===== src/rtl/pc_pkg.sv =====
// Shared types and helpers for the program-counter pipeline.
package pc_pkg;

    typedef enum logic [1:0] {RD_NONE, RD_EXC, RD_ARITH, RD_RET} redirect_e;

    localparam logic [63:0] PC_RESET_VAL = 64'h0;

    // Byte step for a sequential advance; compressed stepping only exists with C support.
    function automatic logic [2:0] pc_step(input logic compressed, input logic c_ext);
        return (c_ext && compressed) ? 3'd2 : 3'd4;
    endfunction

    // Without C support every target must be word aligned.
    function automatic logic is_misaligned(input logic [1:0] lsbs, input logic c_ext);
        return !c_ext && lsbs[1];
    endfunction

endpackage


===== src/rtl/pc_delay_line.sv =====
// Shift register of delayed PCs with per-stage valid bits, hold and flush.
module pc_delay_line #(
    parameter int              XLEN      = 32,
    parameter int              DEPTH     = 2,
    parameter logic [XLEN-1:0] RESET_VAL = '0
) (
    input  logic                  clk,
    input  logic                  rst_n,
    input  logic [XLEN-1:0]       shift_data,
    input  logic                  vld_in,
    input  logic                  hold,
    input  logic                  flush,
    output logic [DEPTH*XLEN-1:0] pc_d,
    output logic [DEPTH-1:0]      pc_vld
);

    logic [XLEN-1:0] addr_pn [DEPTH];
    logic [DEPTH-1:0] vld_pn;

    always_ff @(posedge clk or negedge rst_n) begin
        if (!rst_n) begin
            for (int k = 0; k < DEPTH; k++) addr_pn[k] <= RESET_VAL;
        end else if (!hold) begin
            addr_pn[0] <= shift_data;
            for (int k = 1; k < DEPTH; k++) addr_pn[k] <= addr_pn[k-1];
        end
    end

    // A flush kills every valid even while the addresses are frozen.
    always_ff @(posedge clk or negedge rst_n) begin
        if (!rst_n) begin
            vld_pn <= '0;
        end else if (flush) begin
            vld_pn <= '0;
        end else if (!hold) begin
            vld_pn[0] <= vld_in;
            for (int k = 1; k < DEPTH; k++) vld_pn[k] <= vld_pn[k-1];
        end
    end

    for (genvar g = 0; g < DEPTH; g++) begin : g_pack
        assign pc_d[g*XLEN +: XLEN] = addr_pn[g];
    end

    assign pc_vld = vld_pn;

endmodule


===== src/rtl/pc_pipe.sv =====
// Program-counter generator: next-PC selection, redirect/misalign flags and delayed-PC line.
module pc_pipe
    import pc_pkg::*;
#(
    parameter int              XLEN      = 32,
    parameter int              DEPTH     = 2,
    parameter logic [XLEN-1:0] RESET_VAL = XLEN'(PC_RESET_VAL),
    parameter int              C_EXT     = 1
) (
    input  logic                  clk_i,
    input  logic                  rst_n_i,
    input  logic                  stall_i,
    input  logic                  conflict_i,
    input  logic                  incr_pc_i,
    input  logic                  compressed_i,
    input  logic                  exception_i,
    input  logic                  ret_i,
    input  logic                  load_arith_i,
    input  logic [XLEN-1:0]       arith_out_i,
    input  logic [XLEN-1:0]       mtvec_i,
    input  logic [XLEN-1:0]       mepc_i,
    output logic [XLEN-1:0]       pc_o,
    output logic [DEPTH*XLEN-1:0] pc_d_o,
    output logic [DEPTH-1:0]      pc_vld_o,
    output logic                  redirect_o,
    output logic                  misalign_o,
    output logic [XLEN-1:0]       misalign_addr_o
);

    localparam logic C_EXT_B = (C_EXT != 0);

    redirect_e       cause;
    logic [XLEN-1:0] target;
    logic [XLEN-1:0] pc_p0;
    logic [XLEN-1:0] pc_next;
    logic            misalign;
    logic            accept;
    logic            vld_in_p0;
    logic            redirect_p0;
    logic            misalign_p0;
    logic [XLEN-1:0] misalign_addr_p0;

    always_comb begin
        cause  = RD_NONE;
        target = pc_p0;
        if (exception_i) begin
            cause  = RD_EXC;
            target = {mtvec_i[XLEN-1:2], 2'b00};
        end else if (load_arith_i) begin
            cause  = RD_ARITH;
            target = {arith_out_i[XLEN-1:1], 1'b0};
        end else if (ret_i) begin
            cause  = RD_RET;
            target = mepc_i;
        end
    end

    // Trap vectors are forced aligned, so only jump and return targets can be rejected.
    assign misalign  = ((cause == RD_ARITH) || (cause == RD_RET)) && is_misaligned(target[1:0], C_EXT_B);
    assign accept    = (cause != RD_NONE) && !misalign;
    assign vld_in_p0 = !(stall_i || accept || misalign);

    always_comb begin
        pc_next = pc_p0;
        if (accept) begin
            pc_next = target;
        end else if (!misalign && !stall_i && !conflict_i && incr_pc_i) begin
            pc_next = pc_p0 + XLEN'(pc_step(compressed_i, C_EXT_B));
        end
    end

    // Stage p0: fetch PC and single-cycle status flags.
    always_ff @(posedge clk_i or negedge rst_n_i) begin
        if (!rst_n_i) begin
            pc_p0            <= RESET_VAL;
            redirect_p0      <= 1'b0;
            misalign_p0      <= 1'b0;
            misalign_addr_p0 <= '0;
        end else begin
            pc_p0       <= pc_next;
            redirect_p0 <= accept;
            misalign_p0 <= misalign;
            if (misalign) misalign_addr_p0 <= target;
        end
    end

    pc_delay_line #(
        .XLEN      (XLEN),
        .DEPTH     (DEPTH),
        .RESET_VAL (RESET_VAL)
    ) u_delay_line (
        .clk        (clk_i),
        .rst_n      (rst_n_i),
        .shift_data (pc_p0),
        .vld_in     (vld_in_p0),
        .hold       (conflict_i),
        .flush      (exception_i),
        .pc_d       (pc_d_o),
        .pc_vld     (pc_vld_o)
    );

    assign pc_o            = pc_p0;
    assign redirect_o      = redirect_p0;
    assign misalign_o      = misalign_p0;
    assign misalign_addr_o = misalign_addr_p0;

endmodule


===== config.mk =====
export PLATFORM = sky130hd
export DESIGN_NAME = pc_pipe
export DESIGN_NICKNAME = d
export VERILOG_FILES = /design/src/rtl/pc_pkg.sv /design/src/rtl/pc_delay_line.sv /design/src/rtl/pc_pipe.sv
export SDC_FILE = /design/constraint.sdc
export NUM_CORES = 1
export LEC_CHECK = 0
export ABC_AREA = 1
export CELL_PAD_IN_SITES_DETAIL_PLACEMENT = 1
export CELL_PAD_IN_SITES_GLOBAL_PLACEMENT = 2
export CORE_UTILIZATION = 33
export DETAILED_ROUTE_END_ITERATION = 7
export DONT_BUFFER_PORTS = 1
export PLACE_DENSITY_LB_ADDON = 0.08
export SLEW_MARGIN = 20
export SYNTH_ARGS = -nofsm -noshare
export SYNTH_HDL_FRONTEND = slang
export SYNTH_SLANG_ARGS = --single-unit

===== constraint.sdc =====
create_clock -name clk_i -period 2.4 [get_ports clk_i]
set_input_delay 0.72 -clock clk_i [delete_from_list [all_inputs] [get_ports clk_i]]
set_output_delay 0.72 -clock clk_i [all_outputs]
set_load 0.02 [all_outputs]

==> results of run 1 <==
-- flip-flops by register name, summed over array words and instances (netlist names) --
register,cells
pc_o,32
redirect_o,1
u_delay_line.pc_d,64
u_delay_line.pc_vld,2
-- metrics by stage --
| step | setup slack, ns | std cells | total power, W | hold WS, ns |
|---|---|---|---|---|
| finish | 0.377 | 1021 | 0.00444 | 0.0605 |
| global route | 0.197 | 1021 | 0.00465 | 0.0492 |
| CTS | 0.353 | 1021 | 0.00449 | 0.0418 |
| detailed placement | 0.0798 | 1005 | 0.00309 | 0.428 |
| global placement | 0.119 | 1005 | 0.00306 | 0.427 |
| floorplan | 0.307 | 844 | 0.00289 | 0.424 |
-- final timing paths --
| kind | startpoint | endpoint | slack, ns |
|---|---|---|---|
| worst max-delay path | pc_o[2] | pc_o[9] | 0.38 |
| worst min-delay path | rst_n_i | pc_o[14] | 0.06 |
| worst max register to register | pc_o[2] | pc_o[9] | 0.38 |
| worst min register to register | u_delay_line.pc_d[51] | u_delay_line.pc_d[51] | 0.62 |
| max in group asynchronous | rst_n_i | u_delay_line.pc_d[15] | 2.21 |
| min in group clk_i | stall_i | u_delay_line.pc_vld[0] | 0.47 |
-- cell usage after synthesis, types with 3 or more instances --
master	number	share of area, %
buf_4	37	4.8
o21ai_0	64	5.6
xor2_1	4	0.61
nor3_1	4	0.35
buf_2	21	1.8
nand2_1	285	19
o31ai_1	3	0.39
nor2_4	4	0.78
o211ai_1	8	1.0
nor2_2	5	0.54
clkbuf_1	11	0.72
nand3_1	42	3.7
inv_1	50	3.3
a21oi_1	61	5.3
nand2_2	3	0.33
dfrtp_1	99	43
nor2_1	90	5.9
-- area by class of cell --
class                           count  area, µm²  area share [%]
Multi-Input combinational cell    621       2740            45.0
Sequential cell                    99       2480            40.7
Clock buffer                       11        233            3.83
Tap cell                          220        275            4.53
Clock inverter                      5       38.8           0.638
Inverter                           52        198            3.25
Timing Repair Buffer               13        123            2.02
-- metal layers --
| metal | track usage [%] | up-vias | part of all wire, % |
|---|---|---|---|
| li1 | - | 2487 | - |
| met1 | 30.2 | 2428 | 48 |
| met2 | 33.6 | 194 | 44 |
| met3 | 3.70 | 19 | 6.4 |
| met4 | 7.58 | 0 | 1.9 |
| met5 | 0 | - | 0 |
-- cells by family (layout without fill, tap and decap cells) --
logic type	count (synthesis)	after routing	synth area share (%)
and+or+nand+nor	437	437	30.7
AOI/OAI and AO/OA	144	144	13.4
buffers and inverters	124	81	11.3
DFF	99	99	43.2
xor gates and xnor gates	4	4	0.610
adders and majority gates	3	3	0.785
other	1	33	0.0653
-- power groups by stage --
| stage | sequential [W] | combinational [W] | clock, W |
|---|---|---|---|
| after floorplan | 0.00234 | 0.000548 | 0 |
| after global placement | 0.00244 | 0.000625 | 0 |
| after detailed placement | 0.00245 | 0.000647 | 0 |
| after CTS | 0.00241 | 0.000652 | 0.00143 |
| after global routing | 0.00244 | 0.000750 | 0.00146 |
| final | 0.00241 | 0.000648 | 0.00138 |
==> qor.txt, run 1 <==
# diodes - 0
fin area - 6080 µm²
post-synthesis sequential area ratio - 43.2%
Chip Width - 134 µm
CTS tree - done
Critical Path Most Common Cell - o21ai_0
largest net degree at the start of global routing - 100
first-pass GRT wire length - 29900 µm
FF+latch count, synth - 99
Final Hold Viols - 0
RSZ-0062 raised after global routing - no
Crit-path slowest cell - fa_1
Final setup viols - 0
synth warn - 0
Initial Utilization - 34.3%
WL final - 18900 µm
post-layout util - 36.3%
Initial DRC Count - 229
Final min period - 2.02 ns
top_reg_cell synth - dfrtp_1
Critical Path Fanout Max - 4
Max Cap Viol - 0
cell internal pwr - 0.00280 W
CTS Buf Count - 9
Sw Share - 36.9%
P_leak - 2.88 nW
Mean Syn Cell Area - 7.07 µm²
# resized after CTS - 0
initial antenna violation count - 0
buffers and inverters on the worst path - 2
Max stage delay on crit path - 0.50 ns
I/O pin count - 237
wire per inst - 18.5 µm
share of layout cells above drive strength 1 - 5.37%
post-synthesis cell area - 5740 µm²
Setup CP Type - register to register
GRT Overall Usage - 21.6%
drt drc - 0
reg2reg path depth - 9
worst-path cell chain - inv_1 > fa_1 > nor2_2 > nand2_2 > inv_1 > o21ai_0 > o21ai_0 > nand2_1 > o21ai_0
drt first pass iters - 4
Die Y - 134 µm
critical path data arrival time - 2.30 ns
Via Count - 5128
H-tree depth - 3
# Post-CTS Setup Buffers - 0
Worst-Skew Late Latency - 0.36 ns
synth-to-layout area growth - 5.91%
Top Family by Delay on Critical Path - adder cells
Psw - 0.00164 W
CP Capture Type - register
global route total overflow - 0
routed vias/inst - 5.02
combinational share of power - 14.6%
Die ar. - 17900 µm²
commonest cells after routing, fill and taps aside - nand2_1, dfrtp_1, nor2_1, o21ai_0, a21oi_1
post-DP HPWL - 14300 µm
hold_buf cts - 0
Port Buf Inserts - 0
synth unique cells - 33
core area - 16800 µm²
buffer depth of the longest clock path - 2
CTS clock-pin slew for the worst setup and hold paths - 0.07 ns
Peak supply drop - 0.269 mV
Post-Route Skew - 0.00633 ns
Seq pwr share - 54.3%
placed cell area - 5810 µm²
final net count - 904
Routed Antenna Nets - 0
status - finished clean
CP startpoint kind - register
Clock Power Share - 31.2%
most common cell after layout, fill and taps aside - nand2_1
Max Slew Vio Count - 0
PwrDens - 730 nW/µm²
CTS sink count - 99
vias in the first global route - 5358
max frequency - 494 MHz
fraction of registers with async set/reset - 100%
GPL Wtd Cong - 0.805
site row count - 47
Post-synth EDFFs - 0
WP depth - 9
Fillers - 2145
TNS Setup - 0 ns
Hold Crit Class - input port to async pin
cell count after synthesis - 812
ratio of final minimum period to clock period - 84.3%
WP data required - 2.68 ns
root buffer cell - clkbuf_16
(Power assumes the default switching activity.)
==> inputs of run 2 (changes only) <==
==> constraint.sdc (replaced) <==
create_clock -name clk_i -period 1.9 [get_ports clk_i]
set_input_delay 0.57 -clock clk_i [delete_from_list [all_inputs] [get_ports clk_i]]
set_output_delay 0.57 -clock clk_i [all_outputs]
set_load 0.02 [all_outputs]
==> qor.txt, run 2 (synthesized netlist as in run 1, its figures left out) <==
TNS Setup - 0 ns
vias in the first global route - 5559
buffer depth of the longest clock path - 2
Die ar. - 17900 µm²
core area - 16800 µm²
drt drc - 0
GRT Overall Usage - 22.3%
CP Capture Type - register
critical path data arrival time - 2.11 ns
commonest cells after routing, fill and taps aside - nand2_1, dfrtp_1, nor2_1, o21ai_0, a21oi_1
drt first pass iters - 4
Final setup viols - 0
Final Hold Viols - 99
largest net degree at the start of global routing - 100
synth-to-layout area growth - 12.6%
Largest register FFs - 64
Final min period - 1.88 ns
fin area - 6460 µm²
Max stage delay on crit path - 0.40 ns
Port Buf Inserts - 0
max frequency - 532 MHz
site row count - 47
Post-Route Skew - 0.0106 ns
worst-path cell chain - ha_2 > inv_2 > fa_2 > nor2_4 > nand2_4 > nor2_4 > buf_4 > nand2_1 > nand3_1 > o221ai_1
H-tree depth - 3
setup ws final - 0.0187 ns
DP Worst Slack - -0.214 ns
post-DP HPWL - 14900 µm
Die Y - 134 µm
wire per inst - 18.5 µm
Initial DRC Count - 266
share of layout cells above drive strength 1 - 10.9%
CTS tree - done
Max Cap Viol - 0
# diodes - 0
most common cell after layout, fill and taps aside - nand2_1
routed vias/inst - 5.00
root buffer cell - clkbuf_16
Worst-Skew Late Latency - 0.35 ns
global route total overflow - 0
Peak supply drop - 0.417 mV
I/O pin count - 237
Max Slew Vio Count - 0
final net count - 937
P_leak - 3.08 nW
Chip Width - 134 µm
GPL Wtd Cong - 0.799
first-pass GRT wire length - 30900 µm
Via Count - 5265
status - finished, violations left
placed cell area - 6060 µm²
Setup CP Type - register to register
CTS clock-pin slew for the worst setup and hold paths - 0.07 ns
Critical Path Most Common Cell - nor2_4
ratio of final minimum period to clock period - 99.0%
Routed Antenna Nets - 0
Crit-path slowest cell - fa_2
initial antenna violation count - 0
RSZ-0062 raised after global routing - yes
final hold slack - -0.0888 ns
failing checks - hold timing
Hold Crit Class - input port to async pin
PwrDens - 936 nW/µm²
Initial Utilization - 34.3%
Critical Path Fanout Max - 5
CTS Buf Count - 9
CTS sink count - 99
WL final - 19400 µm
CP startpoint kind - register
WP data required - 2.13 ns
-- run 2: cell count changes in the layout (fill, tap and decap cells not counted), sizes merged --
cell	delta
clkbuf	-1
buf	+33
bufinv	+2
clkinv	-2
-- run 2: routing by layer --
layer / vias to the layer above / track usage, % / part of all wire [%]
li1: 2555 / - / -
met1: 2503 / 30.5 / 47
met2: 190 / 35.9 / 45
met3: 17 / 3.29 / 6.1
met4: 0 / 7.58 / 1.9
met5: - / 0 / 0
-- run 2: per-stage QoR --
step                cells  total power, W  util, %
floorplan             844         0.00365        -
global placement     1036         0.00399     36.1
detailed placement   1036         0.00403     36.1
CTS                  1051         0.00610     38.1
global route         1053         0.00635     38.6
finish               1053         0.00605     38.6
-- run 2: area by class of cell --
type / count / area [µm²]
inverter: 52 / 200
multi-input combinational: 621 / 2800
tap: 220 / 275
timing repair buffer: 46 / 387
clock inverter: 5 / 85.1
clock buffer: 10 / 239
sequential: 99 / 2480
fill: 2144 / 10300
-- run 2: power by group --
part	total, W	internal (W)	switching, W
clock network	0.00205	0.00119	0.000854
logic	0.00110	0.000374	0.000730
registers	0.00290	0.00237	0.000528
total	0.00605	0.00394	0.00211
-- run 2: timing repair --
item,in CTS,in global routing
setup endpoints to repair,1,15
hold endpoints to repair,99,99
gates cloned,0,0
pin swaps,0,3
resized for setup,1,20
setup buffers,0,2
-- run 2: path summary, 6_finish.rpt --
kind / from / to / slack [ns] / cells past startpoint
max in group asynchronous: rst_n_i / u_delay_line.pc_d[18] / 1.86 / 0
worst min-delay path: rst_n_i / u_delay_line.pc_d[38] / -0.09 / 0
worst max-delay path: pc_o[1] / pc_o[13] / 0.02 / 10
min in group clk_i: stall_i / u_delay_line.pc_vld[0] / 0.30 / 1
worst min register to register: u_delay_line.pc_d[53] / u_delay_line.pc_d[53] / 0.62 / 2
worst max register to register: pc_o[1] / pc_o[13] / 0.02 / 10
-- run 2: critical path, delay by kind of cell (launching register included) --
family | cells | cell delay, ns
fa+ha+maj | 2 | 0.59
simple gates | 5 | 0.53
flops | 1 | 0.37
buf+inv | 2 | 0.18
compound gates | 1 | 0.10
==> inputs of run 3 (changes only) <==
--- a/config.mk
+++ b/config.mk
@@ -8,6 +8,7 @@
 export ABC_AREA = 1
 export CELL_PAD_IN_SITES_DETAIL_PLACEMENT = 1
 export CELL_PAD_IN_SITES_GLOBAL_PLACEMENT = 2
+export CORE_ASPECT_RATIO = 1.75
 export CORE_UTILIZATION = 33
 export DETAILED_ROUTE_END_ITERATION = 7
 export DONT_BUFFER_PORTS = 1
==> qor.txt, run 3 (synthesized netlist as in run 1, its figures left out) <==
Post-Route Skew - 0.00739 ns
final non-filler cell total - 1064
Peak supply drop - 0.293 mV
Psw - 0.00207 W
Routed Antenna Nets - 0
Via Count - 5272
setup ws final - 0.0555 ns
Max Slew Vio Count - 0
Final setup viols - 0
DP Worst Slack - -0.183 ns
RSZ-0062 raised after global routing - yes
CP startpoint kind - register
H-tree depth - 3
Port Buf Inserts - 0
synth-to-layout area growth - 12.4%
# diodes - 0
Critical Path Most Common Cell - inv_1
Largest register FFs - 64
share of layout cells above drive strength 1 - 10.2%
worst-path cell chain - ha_1 > inv_1 > fa_2 > inv_1 > buf_4 > nand2_2 > nor2_4 > xor2_1 > nand2_1 > a21oi_1
Critical Path Fanout Max - 4
largest net degree at the start of global routing - 100
Critical R2R Capture - pc_o[15]
root buffer cell - clkbuf_16
Clock Power Share - 33.9%
combinational share of power - 18.2%
wire per inst - 17.9 µm
ratio of final minimum period to clock period - 97.1%
# Post-CTS Setup Buffers - 0
CTS tree - done
failing checks - hold timing
first-pass GRT wire length - 29800 µm
commonest cells after routing, fill and taps aside - nand2_1, dfrtp_1, nor2_1, o21ai_0, a21oi_1
cell internal pwr - 0.00394 W
post-DP HPWL - 14700 µm
buffer depth of the longest clock path - 2
Worst-Skew Late Latency - 0.36 ns
dpl cells - 1049
routed vias/inst - 4.95
Fillers - 2146
Chip Width - 102 µm
Setup CP Type - register to register
final net count - 941
WL final - 19000 µm
Max stage delay on crit path - 0.39 ns
CTS Buf Count - 9
status - finished, violations left
max frequency - 542 MHz
global route total overflow - 0
I/O pin count - 237
RR Startpoint - pc_o[1]
reg2reg path depth - 10
Seq pwr share - 47.9%
vias in the first global route - 5533
Initial Utilization - 33.9%
WP data required - 2.18 ns
CP Capture Type - register
Initial DRC Count - 181
r2r setup slk - 0.06 ns
PwrDens - 931 nW/µm²
CTS sink count - 99
drt first pass iters - 4
final hold slack - -0.0971 ns
Crit-path slowest cell - fa_2
GRT Overall Usage - 21.9%
GPL Wtd Cong - 0.818
Hold Crit Class - input port to async pin
core area - 16900 µm²
CTS clock-pin slew for the worst setup and hold paths - 0.07 ns
critical path data arrival time - 2.12 ns
P_leak - 3.09 nW
Final min period - 1.84 ns
Die ar. - 17900 µm²
Die Y - 176 µm
most common cell after layout, fill and taps aside - nand2_1
Max Cap Viol - 0
drt drc - 0
Final Hold Viols - 99
initial antenna violation count - 0
site row count - 63
Sw Share - 34.4%
-- run 3: critical path: cells and delay by family, from the launching register on --
| kind | cells | cell delay (ns) |
|---|---|---|
| fa+ha+maj | 2 | 0.55 |
| flops | 1 | 0.35 |
| simple gates | 3 | 0.30 |
| buf+inv | 3 | 0.26 |
| xor+xnor | 1 | 0.16 |
| compound gates | 1 | 0.13 |
-- run 3: power groups by stage --
| stage | Combinational, W | Clock, W | Sequential [W] |
|---|---|---|---|
| finish | 0.00109 | 0.00204 | 0.00288 |
| global route | 0.00123 | 0.00219 | 0.00292 |
| CTS | 0.00111 | 0.00210 | 0.00288 |
| detailed placement | 0.00110 | 0 | 0.00293 |
| global placement | 0.00107 | 0 | 0.00291 |
| floorplan | 0.000694 | 0 | 0.00296 |
-- run 3: area by class of cell --
type | count | area (µm²) | share of cell area, %
multi-input cells | 621 | 2750 | 42.6
flip-flops and latches | 99 | 2480 | 38.4
repair buffers | 50 | 425 | 6.59
clock inverters | 5 | 82.6 | 1.28
clock buffers | 10 | 239 | 3.70
well taps | 227 | 284 | 4.40
inverters | 52 | 198 | 3.06
-- run 3: worst max path at each step --
stage                       from  endpoint  slack, ns  depth (start not counted)
detailed placement  compressed_i  pc_o[31]      -0.18                         12
global placement    compressed_i   pc_o[9]      -0.12                         10
global route             pc_o[1]  pc_o[15]      -0.06                         10
finish                   pc_o[1]  pc_o[15]       0.06                         10
CTS                      pc_o[1]  pc_o[15]       0.02                         10
floorplan           compressed_i  pc_o[21]       0.02                         11
-- run 3: through the flow --
stage	utilization (%)	power, W	TNS, ns	area, µm²
2_1_floorplan	-	0.00365	0	5860
3_5_place_dp	36.1	0.00403	-1.83	6120
3_3_place_gp	36.1	0.00398	-1.16	6120
4_1_cts	38.0	0.00609	0	6440
5_1_grt	38.1	0.00635	-0.302	6450
6_report	38.1	0.00601	0	6450
-- run 3: repair_timing --
| action | CTS | global route |
|---|---|---|
| endpoints found under the hold margin | 99 | 99 |
| endpoints found under the setup margin | 0 | 9 |
| resized for setup | 0 | 5 |
-- run 3: layer usage --
layer | vias to the layer above | wire, µm | share of wire (%) | track usage, %
met5 | - | 0 | 0 | 0
li1 | 2557 | - | - | -
met4 | 0 | 368 | 1.9 | 7.67
met3 | 15 | 1110 | 5.8 | 3.80
met2 | 168 | 9650 | 51 | 38.3
met1 | 2532 | 7880 | 41 | 26.4
